--- config.mk ---
export PLATFORM = sky130hd
export DESIGN_NAME = branch_target_buffer
export DESIGN_NICKNAME = d
export VERILOG_FILES = /design/src/rtl/branch_target_buffer.sv
export SDC_FILE = /design/constraint.sdc
export NUM_CORES = 1
export LEC_CHECK = 0
export BUFFER_PORTS_ARGS = -buffer_cell sky130_fd_sc_hd__buf_2
export CORE_MARGIN = 2
export CORE_UTILIZATION = 28
export DETAILED_ROUTE_END_ITERATION = 6
export PLACE_DENSITY_LB_ADDON = 0.12
export SLEW_MARGIN = 20
export SYNTH_ARGS = -nofsm -noshare
export SYNTH_HDL_FRONTEND = slang
export SYNTH_SLANG_ARGS = --single-unit
--- constraint.sdc ---
create_clock -name clk -period 5.1 [get_ports clk]
set_input_delay 1.02 -clock clk [delete_from_list [all_inputs] [get_ports clk]]
set_output_delay 1.02 -clock clk [all_outputs]
set_load 0.03 [all_outputs]
--- src/rtl/branch_target_buffer.sv ---
// Direct-mapped branch target buffer with 2-bit saturating counters.
// Predicts the next fetch PC in IF, flags mispredictions in EX, and keeps branch statistics.
module branch_target_buffer #(
    parameter int unsigned IDX_W = 3
) (
    input  logic        clk,
    input  logic        rst,
    input  logic        en,
    input  logic [31:0] PC_IF,
    output logic [31:0] NPC_predicted_IF,
    output logic        pred_taken_IF,
    output logic [31:0] pred_target_IF,
    input  logic        br_type_EX,
    input  logic        br,
    input  logic [31:0] br_target,
    input  logic [31:0] PC_EX,
    input  logic        pred_taken_EX,
    input  logic [31:0] pred_target_EX,
    output logic        fail,
    output logic [31:0] br_cnt,
    output logic [31:0] miss_cnt
);

    localparam int unsigned ENTRIES = 2 ** IDX_W;
    localparam int unsigned TAG_W   = 30 - IDX_W;

    logic [ENTRIES-1:0] valid_q, valid_d;
    logic [TAG_W-1:0]   tag_q    [ENTRIES];
    logic [TAG_W-1:0]   tag_d    [ENTRIES];
    logic [31:0]        target_q [ENTRIES];
    logic [31:0]        target_d [ENTRIES];
    logic [1:0]         ctr_q    [ENTRIES];
    logic [1:0]         ctr_d    [ENTRIES];
    logic [31:0]        br_cnt_q, br_cnt_d;
    logic [31:0]        miss_cnt_q, miss_cnt_d;

    logic [IDX_W-1:0] if_idx, ex_idx;
    logic [TAG_W-1:0] if_tag, ex_tag;
    logic             if_hit, ex_hit, upd;
    logic             unused_pc_ex;

    assign if_idx = PC_IF[IDX_W+1:2];
    assign if_tag = PC_IF[31:IDX_W+2];
    assign ex_idx = PC_EX[IDX_W+1:2];
    assign ex_tag = PC_EX[31:IDX_W+2];
    assign unused_pc_ex = ^PC_EX[1:0];

    assign if_hit = valid_q[if_idx] && (tag_q[if_idx] == if_tag);
    assign ex_hit = valid_q[ex_idx] && (tag_q[ex_idx] == ex_tag);
    assign upd    = en && br_type_EX;

    // Lookup always sees the registered table, so a same-cycle update is not forwarded.
    always_comb begin
        pred_taken_IF    = if_hit && ctr_q[if_idx][1];
        pred_target_IF   = if_hit ? target_q[if_idx] : 32'h0;
        NPC_predicted_IF = pred_taken_IF ? target_q[if_idx] : PC_IF + 32'd4;
    end

    assign fail = br_type_EX && ((br != pred_taken_EX) ||
                                 (br && pred_taken_EX && (br_target != pred_target_EX)));

    always_comb begin
        valid_d    = valid_q;
        tag_d      = tag_q;
        target_d   = target_q;
        ctr_d      = ctr_q;
        br_cnt_d   = br_cnt_q;
        miss_cnt_d = miss_cnt_q;
        if (upd) begin
            br_cnt_d   = br_cnt_q + 32'd1;
            miss_cnt_d = miss_cnt_q + {31'd0, fail};
            if (ex_hit) begin
                if (br) begin
                    ctr_d[ex_idx]    = (ctr_q[ex_idx] == 2'b11) ? 2'b11 : ctr_q[ex_idx] + 2'b01;
                    target_d[ex_idx] = br_target;
                end else begin
                    ctr_d[ex_idx] = (ctr_q[ex_idx] == 2'b00) ? 2'b00 : ctr_q[ex_idx] - 2'b01;
                end
            end else if (br) begin
                valid_d[ex_idx]  = 1'b1;
                tag_d[ex_idx]    = ex_tag;
                target_d[ex_idx] = br_target;
                ctr_d[ex_idx]    = 2'b10;
            end
        end
    end

    always_ff @(posedge clk) begin
        if (rst) begin
            valid_q    <= '0;
            br_cnt_q   <= '0;
            miss_cnt_q <= '0;
            for (int i = 0; i < ENTRIES; i++) begin
                tag_q[i]    <= '0;
                target_q[i] <= '0;
                ctr_q[i]    <= 2'b01;
            end
        end else begin
            valid_q    <= valid_d;
            tag_q      <= tag_d;
            target_q   <= target_d;
            ctr_q      <= ctr_d;
            br_cnt_q   <= br_cnt_d;
            miss_cnt_q <= miss_cnt_d;
        end
    end

    assign br_cnt   = br_cnt_q;
    assign miss_cnt = miss_cnt_q;

endmodule
==> reports/metrics.sh <==
TOTAL_POWER_mW=10.5
DRT-TOTAL-WL_MICRONS=120000
POSTSYNTH.ASYNCRESETSHARE=0
REPORT.FINAL.SLEW_VIOL_COUNT=0
M1WIRELENGTH_MICRONS=54800
DIE-AREA_SQ_MM=0.104
PLACE.DETAILED.INSTANCES=4724
MAX_CLOCK_FREQ_MHz=198
PLACE_WS_NS=-0.0775
POWER_DENSITY_mW_PER_MM2=303
FINAL-SETUP-VIOL-COUNT=0
FLOORPLAN.ROWS=116
GRT_SETUP_UNREPAIRED='true'
MAX-VDD-IR-DROP_mV=0.198
CLOCK_PATH_BUFFERS=3
FIN_CRIT_NS=5.06
CRIT_SHARE_POST_ROUTE=0.992
CLK_ROOT_BUFFER_CELL='sky130_fd_sc_hd__clkbuf_16'
LAYOUT_SETUP_WS_NS=0.0414
TIMING.SLEW.HEADROOM=0.349
CLOCK-SINKS=560
CLKLATENCYLATEPIN_NS=0.63
TRITONCTS='built'
WORST_MARGIN_SLEW_NS=0.977
LAYOUT_CELLS_SIZED_ABOVE_1=0.215
DETAILEDROUTE.FIRSTPASSITERATIONCOUNT=5
HP-CLASS='flop to flop'
TIMING.CRITICAL_PATH.SLOWEST_CELL_DELAY_NS=0.57
DRT-WIRELENGTH-PER-CELL_MICRONS=24.6
DPL-INSTANCE-AREA_SQ_MM=0.0317
POWER.STATIC_LEAKAGE_nW=12.0
HOLD_WS_NS=0.450
CRIT_PATH_CELL_TRACE='clkbuf_16 -> buf_16 -> buf_12 -> buf_12 -> buf_4 -> mux4_2 -> mux2i_1 -> buf_4 -> or4_4 -> nor3_4 -> buf_12 -> clkbuf_16 -> buf_6 -> mux2i_1 -> buf_4'
GRT_PASS1_VIAS=25100
PATH_CLASS='input pin to primary output'
GP_ROUTABILITY_CONGESTION=0.833
REG2REG_SLACK_NS=2.13
SYNTH-SEQ-CELLS=560
HOLD_VIOL_FINAL=0
TOP_LEVEL_PORTS=264
FIN_CLK_SKEW_NS=0.0145
SETUP.WORST_PATH.START_CLASS='input pin'
ROUTED-VIA-COUNT=26200
PATH_CLK_SLEW_NS=0.06
FP.DIEH_MICRONS=322
SYNTHESIS.AREA_PER_INSTANCE_SQ_UM=8.47
TIMING.CRITICAL_PATH.FANOUT_MAX=7
GRT_USE_TOTAL=0.225
SYNTHDISTINCTLIBCELLS=58
STDCELL_COUNT=4880
CP_ARRIVAL_NS=4.04
CRITICAL_PATH.SLOWEST_CELL='sky130_fd_sc_hd__or4_4'
CTS_INSERTED_BUFFERS=69
DETAILEDROUTE.FIRSTITERATIONVIOLATIONS=2051
OUTCOME='finished, final reports clean'
MAPPEDNETLISTNETS=3484
FINAL_AREA_SQ_MM=0.0345
SYNTH_SEQ_AREA_SHARE=0.396
DETAILROUTE.WIRELENGTH.MET3_MICRONS=6560
SYNTH_AREA_SQ_MM=0.0283
MET2ROUTEDLENGTH_MICRONS=56300
MAX-CAP-VIOLATIONS=0
SYNTHESIS.INSTANCES=3345
CRIT_PATH_END_KIND='primary output'
NUMBER_OF_STAGES_ON_THE_WORST_HOLD_PATH=2
CORE-AREA_SQ_MM=0.100
ANTENNA_FOUND_INITIAL=14
R2R.WORST_PATH.CELLS=10
HIGHEST_LAYER='met5'
POSTROUTEANTENNANETS=0
YS_DOMINANT_REG_CELL='sky130_fd_sc_hd__dfxtp_1'
GRT_MAX_DEGREE=119
PORT-BUFFER-COUNT=261
CTSHTREEMAXLEVEL=3
POST_SYNTH_EDFFS=0
DRCVIOLATIONCOUNT=0
SYN2LAYOUT_AREA_GROWTH_PCT=21.9
VIAS_PER_CELL=5.37
YOSYSWARNINGCOUNT=0
NUM-NETS-FINAL=3662
WORST-ENDPOINT-REQUIRED_NS=4.08
INITIAL_UTILIZATION=0.283
POST_CTS_HOLD_BUFFER_COUNT=0
GRT_PASS1_WL_MICRONS=175000
DIE_W_MICRONS=322
GLOBALROUTEOVERFLOWTOTAL=0
DP_HPWL_MICRONS=74800
LAYOUT.FILLER_CELLS=10500
cell usage after synthesis, types with 8 or more instances:
library cell,n,share of area
sky130_fd_sc_hd__nand2_1,577,0.076
sky130_fd_sc_hd__dfxtp_1,560,0.40
sky130_fd_sc_hd__a21oi_1,509,0.090
sky130_fd_sc_hd__clkbuf_1,256,0.034
sky130_fd_sc_hd__nand3_1,250,0.044
sky130_fd_sc_hd__o21ai_0,242,0.043
sky130_fd_sc_hd__mux2i_1,154,0.054
sky130_fd_sc_hd__nor2_1,129,0.017
sky130_fd_sc_hd__mux4_2,126,0.10
sky130_fd_sc_hd__xor2_1,70,0.022
sky130_fd_sc_hd__xnor2_1,69,0.021
sky130_fd_sc_hd__buf_2,46,0.0081
sky130_fd_sc_hd__mux2_2,42,0.017
sky130_fd_sc_hd__nand4_1,40,0.0088
sky130_fd_sc_hd__a22oi_1,24,0.0064
sky130_fd_sc_hd__and3_1,24,0.0053
sky130_fd_sc_hd__o22ai_1,21,0.0046
sky130_fd_sc_hd__buf_4,19,0.0050
sky130_fd_sc_hd__nor3_1,17,0.0030
sky130_fd_sc_hd__nor4_1,17,0.0038
sky130_fd_sc_hd__inv_1,16,0.0021
sky130_fd_sc_hd__and4_1,13,0.0040
sky130_fd_sc_hd__buf_1,13,0.0017
sky130_fd_sc_hd__or3_1,12,0.0026
sky130_fd_sc_hd__a221oi_1,11,0.0034
sky130_fd_sc_hd__o22a_1,9,0.0028
sky130_fd_sc_hd__a221o_1,8,0.0028
sky130_fd_sc_hd__and2_1,8,0.0018
through the flow:
stage / setup TNS, ns / util
3_5_place_dp: -0.824 / 0.317
3_3_place_gp: -0.0274 / 0.317
5_1_grt: -0.0856 / 0.345
4_1_cts: 0 / 0.341
2_1_floorplan: 0 / -
6_report: 0 / 0.345
cell usage in the layout, fill, tap and decap left out, types with 43 or more instances in the layout:
cell type                   count
sky130_fd_sc_hd__mux2i_1      152
sky130_fd_sc_hd__nor2_1       120
sky130_fd_sc_hd__xnor2_1       69
sky130_fd_sc_hd__clkbuf_16     72
sky130_fd_sc_hd__a21oi_1      509
sky130_fd_sc_hd__nand2_1      571
sky130_fd_sc_hd__dfxtp_1      560
sky130_fd_sc_hd__buf_2        233
sky130_fd_sc_hd__o21ai_0      242
sky130_fd_sc_hd__buf_12        43
sky130_fd_sc_hd__mux4_2       126
sky130_fd_sc_hd__nand3_1      246
sky130_fd_sc_hd__buf_4        150
sky130_fd_sc_hd__xor2_1        64
worst paths after layout:
kind | startpoint | to
max reg2reg | tag_q[38] | tag_q[45]
max | PC_IF[2] | NPC_predicted_IF[24]
min reg2reg | target_q[158] | target_q[158]
min | target_q[158] | target_q[158]
critical path: cells and delay by family:
family | cells | cell delay (ns)
simple gates | 2 | 0.78
buf+inv | 10 | 1.57
mux | 3 | 0.63
layout make-up:
class	count	area, sq um	share of cell area
Clock buffer	105	2060	0.0597
Tap cell	1298	1620	0.0470
Clock inverter	21	277	0.00801
Sequential cell	560	11200	0.325
Inverter	16	60.1	0.00174
Timing Repair Buffer	449	3470	0.101
Multi-Input combinational cell	2427	15800	0.458
Antenna cell	4	10.0	0.000290
metal layers:
layer / global-route usage / up-vias
li1: - / 12200
met1: 0.313 / 13100
met2: 0.366 / 721
met3: 0.0336 / 144
met4: 0.0506 / 10
met5: 0 / -
report_power, final:
part	internal (mW)	switching (mW)	leakage (nW)
logic	0.317	0.607	6.34
registers	4.41	0.0193	4.51
clock network	3.02	2.11	1.14
total	7.74	2.73	12.0
kinds of logic after synthesis:
family / synth area share
buffers and inverters: 0.0539
AOI/OAI and AO/OA: 0.159
muxes: 0.172
DFF: 0.396
and+or+nand+nor: 0.175
adders and majority gates: 0.00256
xor gates and xnor gates: 0.0430
registers in the layout, summed over array words and instances, names as in the netlist:
name / flops
tag_q: 216
target_q: 256
miss_cnt: 32
br_cnt: 32
valid_q: 8
ctr_q: 16
timing repair:
item	in CTS	in global routing
gates cloned	0	4
buffers inserted	1	22
pin swaps	0	5
setup endpoints to repair	22	56
gates resized for setup	5	56
Power figures use the tool's default switching activity.
